$ cat src/rtl/alu_arbiter.sv
// alu_arbiter: round-robin sharing of one combinational ALU between two valid/ready ports; optional key latch via ALU_KEY_LATCH_EN
module alu_arbiter #(
  parameter int          ALU_LAT     = 1,
  parameter bit          RR_INIT     = 1'b0,
  parameter logic [7:0]  DEFAULT_KEY = 8'hD2
) (
  input  logic       clk,
  input  logic       rst,
  input  logic       req0_valid,
  output logic       req0_ready,
  input  logic [7:0] req0_a,
  input  logic [7:0] req0_b,
  input  logic [3:0] req0_op,
  output logic       rsp0_valid,
  input  logic       rsp0_ready,
  output logic [7:0] rsp0_y,
  input  logic       req1_valid,
  output logic       req1_ready,
  input  logic [7:0] req1_a,
  input  logic [7:0] req1_b,
  input  logic [3:0] req1_op,
  output logic       rsp1_valid,
  input  logic       rsp1_ready,
  output logic [7:0] rsp1_y,
  output logic [7:0] alu_a,
  output logic [7:0] alu_b,
  output logic [3:0] alu_opcode,
  output logic [7:0] alu_key,
  input  logic [7:0] alu_y,
  input  logic       key_we,
  input  logic [7:0] key_din,
  output logic       busy
);
  typedef enum logic [1:0] {IDLE, EXEC, RESP} state_t;
  state_t     state, nxt;
  logic       prio, gid, gnt_v, gnt_id, accept, rsp_hs;
  logic [7:0] a_q, b_q, y_q;
  logic [3:0] op_q;
  logic [1:0] lat_cnt;
  if (ALU_LAT < 1 || ALU_LAT > 4) begin : g_lat_chk
    $error("alu_arbiter: ALU_LAT must be within 1..4");
  end
  assign gnt_v  = req0_valid | req1_valid;
  assign gnt_id = (req0_valid & req1_valid) ? prio : req1_valid;
  assign accept = (state == IDLE) & gnt_v;
  assign rsp_hs = (state == RESP) & (gid ? rsp1_ready : rsp0_ready);
  // state register
  always_ff @(posedge clk)
    state <= rst ? IDLE : nxt;
  // next-state: IDLE -> EXEC on accept, EXEC -> RESP when latency expires, RESP -> IDLE on handshake
  always_comb
    nxt = (state == IDLE) ? (gnt_v ? EXEC : IDLE) :
          (state == EXEC) ? ((lat_cnt == 2'd0) ? RESP : EXEC) :
          (state == RESP) ? (rsp_hs ? IDLE : RESP) : IDLE;
  // operand/result/priority registers; operands hold their last value outside EXEC
  always_ff @(posedge clk)
    if (rst) begin
      prio    <= RR_INIT;
      gid     <= 1'b0;
      a_q     <= '0;
      b_q     <= '0;
      op_q    <= '0;
      y_q     <= '0;
      lat_cnt <= '0;
    end else begin
      if (accept) begin
        a_q     <= gnt_id ? req1_a : req0_a;
        b_q     <= gnt_id ? req1_b : req0_b;
        op_q    <= gnt_id ? req1_op : req0_op;
        gid     <= gnt_id;
        lat_cnt <= 2'(ALU_LAT - 1);
      end else if (state == EXEC && lat_cnt != 2'd0)
        lat_cnt <= lat_cnt - 2'd1;
      if (state == EXEC && lat_cnt == 2'd0)
        y_q <= alu_y;
      if (rsp_hs)
        prio <= ~gid;
    end
  // handshake and status outputs decoded from state and grant
  always_comb begin
    req0_ready = accept & ~gnt_id;
    req1_ready = accept & gnt_id;
    rsp0_valid = (state == RESP) & ~gid;
    rsp1_valid = (state == RESP) & gid;
    busy       = state != IDLE;
  end
  assign rsp0_y     = y_q;
  assign rsp1_y     = y_q;
  assign alu_a      = a_q;
  assign alu_b      = b_q;
  assign alu_opcode = op_q;
`ifdef ALU_KEY_LATCH_EN
  logic [7:0] key_reg, key_sh;
  // key_reg follows writes; the shadow snapshots it at accept so a same-cycle write misses the op
  always_ff @(posedge clk)
    if (rst) begin
      key_reg <= DEFAULT_KEY;
      key_sh  <= DEFAULT_KEY;
    end else begin
      if (key_we)
        key_reg <= key_din;
      if (accept)
        key_sh <= key_reg;
    end
  assign alu_key = key_sh;
`else
  logic unused_key;
  assign unused_key = ^{key_we, key_din};
  assign alu_key    = DEFAULT_KEY;
`endif
endmodule

$ cat config.mk
export PLATFORM = sky130hd
export DESIGN_NAME = alu_arbiter
export DESIGN_NICKNAME = d
export VERILOG_FILES = /design/src/rtl/alu_arbiter.sv
export SDC_FILE = /design/constraint.sdc
export NUM_CORES = 1
export LEC_CHECK = 0
export CORE_MARGIN = 1.5
export CORE_UTILIZATION = 40
export CTS_BUF_LIST = sky130_fd_sc_hd__clkbuf_4 sky130_fd_sc_hd__clkbuf_8
export DETAILED_ROUTE_END_ITERATION = 8
export GPL_TIMING_DRIVEN = 0
export PLACE_DENSITY = 0.86
export SLEW_MARGIN = 5
export SYNTH_ARGS = -nofsm -noshare
export SYNTH_HDL_FRONTEND = slang
export SYNTH_SLANG_ARGS = --single-unit
export TNS_END_PERCENT = 10
$ cat constraint.sdc
create_clock -name clk -period 2.9 [get_ports clk]
set_input_delay 0.58 -clock clk [delete_from_list [all_inputs] [get_ports clk]]
set_output_delay 0.58 -clock clk [all_outputs]
set_load 0.01 [all_outputs]
==> metrics.log <==
INFO  metric result_of_the_run = finished clean
INFO  metric post_drt_via_cell_ratio = 5.177
INFO  metric crit_arrival = 2.16 ns
INFO  metric fin_crit = 2.738 ns
INFO  metric grt_max_degree = 11
INFO  metric critical_path.endpoint_type = output port
INFO  metric wl_per_cell = 14.30 um
INFO  metric grt_setup_unrepaired = no
INFO  metric ctsHtreeMaxLevel = 2
INFO  metric synthMostInstantiatedCell = sky130_fd_sc_hd__dfxtp_1
INFO  metric detail_route.first_pass.iterations = 4
INFO  metric finalNetCount = 368
INFO  metric hold-path-cell-count = 2
INFO  metric number_of_global_route_vias_before_repair = 1,703
INFO  metric leakage = 1.066 nW
INFO  metric clockRootBuffer = sky130_fd_sc_hd__clkbuf_8
INFO  metric fp.coreArea = 0.004000 sq mm
INFO  metric critPathMostFrequentCell = sky130_fd_sc_hd__clkdlybuf4s50_1
INFO  metric setup_viol_count_final = 0
INFO  metric syn-cell-area = 0.001674 sq mm
INFO  metric drcViolationCount = 0
INFO  metric grt_pass1_wl = 7.762 mm
INFO  metric synth_top_family_by_area = simple AND/OR/NAND/NOR gates
INFO  metric top_flip_flop_cell_by_instance_count_after_synthesis = sky130_fd_sc_hd__dfxtp_1
INFO  metric synthesis.area_per_instance = 8.455 sq um
INFO  metric fmaxAchievable = 365.2 MHz
INFO  metric synthDominantCellAreaShare = 0.4066
INFO  metric crit_fanout = 10
INFO  metric buffer_ports.inserted = 93
INFO  metric dr_total_vias = 1,838
INFO  metric worst_clock_skew = 0.009528 ns
INFO  metric synth_async_sr_flop_share = 0
INFO  metric grt_usage = 0.2274
INFO  metric final_antenna_net_count = 0
INFO  metric start_util = 0.4185
INFO  metric cts.clk_slew.worst_paths = 0.07 ns
INFO  metric nFillCells = 341
INFO  metric critical_path.slowest_cell = sky130_fd_sc_hd__clkdlybuf4s50_1
INFO  metric finalWeightedCongestion = 0.8069
INFO  metric number_of_antenna_violations_at_the_first_check_in_global_routing = 0
INFO  metric critical_path_cell_list = clkdlybuf4s50_1 > nand2b_1 > clkbuf_2 > and3_1 > clkdlybuf4s50_1
INFO  metric yosys_top_cell_by_area = sky130_fd_sc_hd__dfxtp_1
INFO  metric tritoncts = done
INFO  metric timing.critical_path.buf_inv = 3
INFO  metric holdPathEnd = alu_a[5]
INFO  metric cts_made_buffers = 5
INFO  metric yosys-mux-area-fraction = 0.05381
INFO  metric post_synth_num_cell_types = 32
INFO  metric yosysSeqAreaShare = 0.4066
INFO  metric detail_route.wirelength = 5.078 mm
INFO  metric starting_drc_count_in_detailed_routing = 110
INFO  metric max_cap_viol_count = 0
INFO  metric antenna-diode-count = 0
INFO  metric final-max-slew-violation-count = 0
INFO  metric worst_setup_path_class = input pin to output port
INFO  metric fp.dieH = 67.70 um
INFO  metric hold_viol_final = 0
INFO  metric fin_tns_setup = 0 ns
INFO  metric post-cts-setup-buffer-count = 0
INFO  metric clk-insertion-delay-late = 0.29 ns
INFO  metric die_width = 67.70 um
INFO  metric cpPeakStageDelay = 0.54 ns
INFO  metric r2r_setup_slack = 1.39 ns
INFO  metric area_growth_syn_to_layout = 66.52%
INFO  metric ys_seq_elements = 34
INFO  metric boundaryPins = 112
INFO  metric count_of_hold_buffers_inserted_by_post_cts_repair = 0
INFO  metric synth-xor-area-share = 0.005232
INFO  metric fin_crit_sh = 0.9442
INFO  metric pwr_density_cell = 471.0 mW/mm^2
INFO  metric timing.reg2reg.worst_path_depth = 6
INFO  metric timing.critical_path.max_delay_family = buffers and inverters
INFO  metric worst_ir_drop_vdd = 213.6 uV
INFO  metric floorplan.die_area = 0.004583 sq mm
INFO  metric critical_path_required = 2.32 ns
INFO  metric critical_path.reg2reg.endpoint = alu_a[1]
INFO  metric number_of_flops_mapped_to_enable_cells_by_yosys = 0
INFO  metric syn_inst = 198
INFO  metric synth_compound_area_frac = 0.1734
INFO  metric number_of_sinks_handled_by_clock_tree_synthesis = 34
INFO  metric gr-total-overflow = 0
INFO  metric critical_path.reg2reg.startpoint = state[1]
INFO  metric post_synth_and_or_nand_nor_area_fraction = 0.2205
INFO  metric clock_path_buffers = 2
INFO  metric post_synth_fa_ha_maj_area_fraction = 0.007474
INFO  metric post_synth_main_area_contributors = sky130_fd_sc_hd__dfxtp_1, sky130_fd_sc_hd__a31oi_1, sky130_fd_sc_hd__nand4_1
INFO  metric ys.warnings.count = 0
INFO  metric drive_above_1_share = 0.1279
INFO  metric cp-start-kind = input pin
INFO  metric num_rows = 23
INFO  metric postLayoutCoreUtil = 0.6969
INFO  metric place_hpwl = 3.674 mm
INFO  metric hp-start = alu_a[5]
INFO  metric min_path_type = flop to flop
INFO  metric most_numerous_cell_types_in_the_synthesized_netlist = sky130_fd_sc_hd__dfxtp_1, sky130_fd_sc_hd__a31oi_1, sky130_fd_sc_hd__nand3_1, sky130_fd_sc_hd__nand4_1
[report_power, final]
| group | switching (mW) | internal [mW] | total, mW |
|---|---|---|---|
| Clock | 0.177 | 0.201 | 0.378 |
| Sequential | 0.0269 | 0.508 | 0.535 |
| Combinational | 0.178 | 0.222 | 0.400 |
| Total | 0.382 | 0.931 | 1.31 |
[routing by layer]
metal,share of wire,GRT usage
met5,0,0
met1,0.44,0.2635
met2,0.47,0.3860
met3,0.076,0.07333
met4,0.014,0.08929
[through the flow]
stage | setup WS, ns | std cells | hold slack [ns] | power, mW | instance area, sq um
detailed placement | 0.02682 | 347 | 0.4934 | 0.9419 | 2690
floorplan | 1.163 | 204 | 0.4687 | 0.7332 | 1697
finish | 0.1618 | 355 | 0.5022 | 1.313 | 2788
global route | 0.06145 | 355 | 0.5298 | 1.376 | 2788
CTS | 0.02828 | 355 | 0.5027 | 1.315 | 2785
global placement | 0.02542 | 347 | 0.4856 | 0.9359 | 2690
[timing repair]
action	CTS	global route
setup endpoints to repair	0	1
resized for setup	0	4
endpoints found under the hold margin	0	0
[area by class of cell]
type / instances / area [sq um] / share of cell area
timing repair buffer: 93 / 930.9 / 0.3339
multi-input combinational: 131 / 800.8 / 0.2873
sequential: 34 / 680.7 / 0.2442
buffer: 36 / 206.4 / 0.07406
clock buffer: 7 / 90.09 / 0.03232
tap: 50 / 62.56 / 0.02244
inverter: 3 / 11.26 / 0.004040
clock inverter: 1 / 5.005 / 0.001795
[cell usage in the layout (no fill, tap or decap), drive strengths merged, types with 2 or more instances in the layout]
cell	synthesis	final
nand3b	3	3
nor2	12	12
a31oi	20	20
nor3	2	2
dfxtp	34	34
o21ba	2	2
clkdlybuf4s50	0	93
nand3	20	20
o21ai	20	20
nor3b	2	2
nand4	20	20
conb	2	8
clkbuf	13	20
a21oi	2	2
mux2i	9	9
and3b	2	2
inv	3	3
buf	23	23
[state kept, by name (all words and copies together) (netlist names)]
name / count
prio: 1
lat_cnt: 2
state: 2
alu_a: 8
gid: 1
alu_b: 8
alu_opcode: 4
rsp0_y: 8
[how the worst max path moves through the flow]
stage | start | depth (start not counted) | to
global placement | req0_valid | 5 | req1_ready
global route | req0_valid | 5 | req1_ready
detailed placement | req0_valid | 5 | req1_ready
floorplan | req0_valid | 3 | req1_ready
finish | req0_valid | 5 | req1_ready
CTS | req0_valid | 5 | req1_ready
[tightest hold or removal path: stages, from the launching register on]
cell and delay, ns:
sky130_fd_sc_hd__dfxtp_1 0.31, sky130_fd_sc_hd__o21ai_0 0.06, sky130_fd_sc_hd__a31oi_1 0.08
[cell families (layout without fill, tap and decap cells)]
logic type	count (synthesis)	count (layout)
AO/OA/AOI/OAI	47	47
flip-flops	34	34
other	2	8
adder cells (fa/ha/maj)	1	1
XOR/XNOR	1	1
buffers and inverters	39	140
multiplexers	9	9
AND/OR/NAND/NOR	65	65
(Power assumes the default switching activity.)
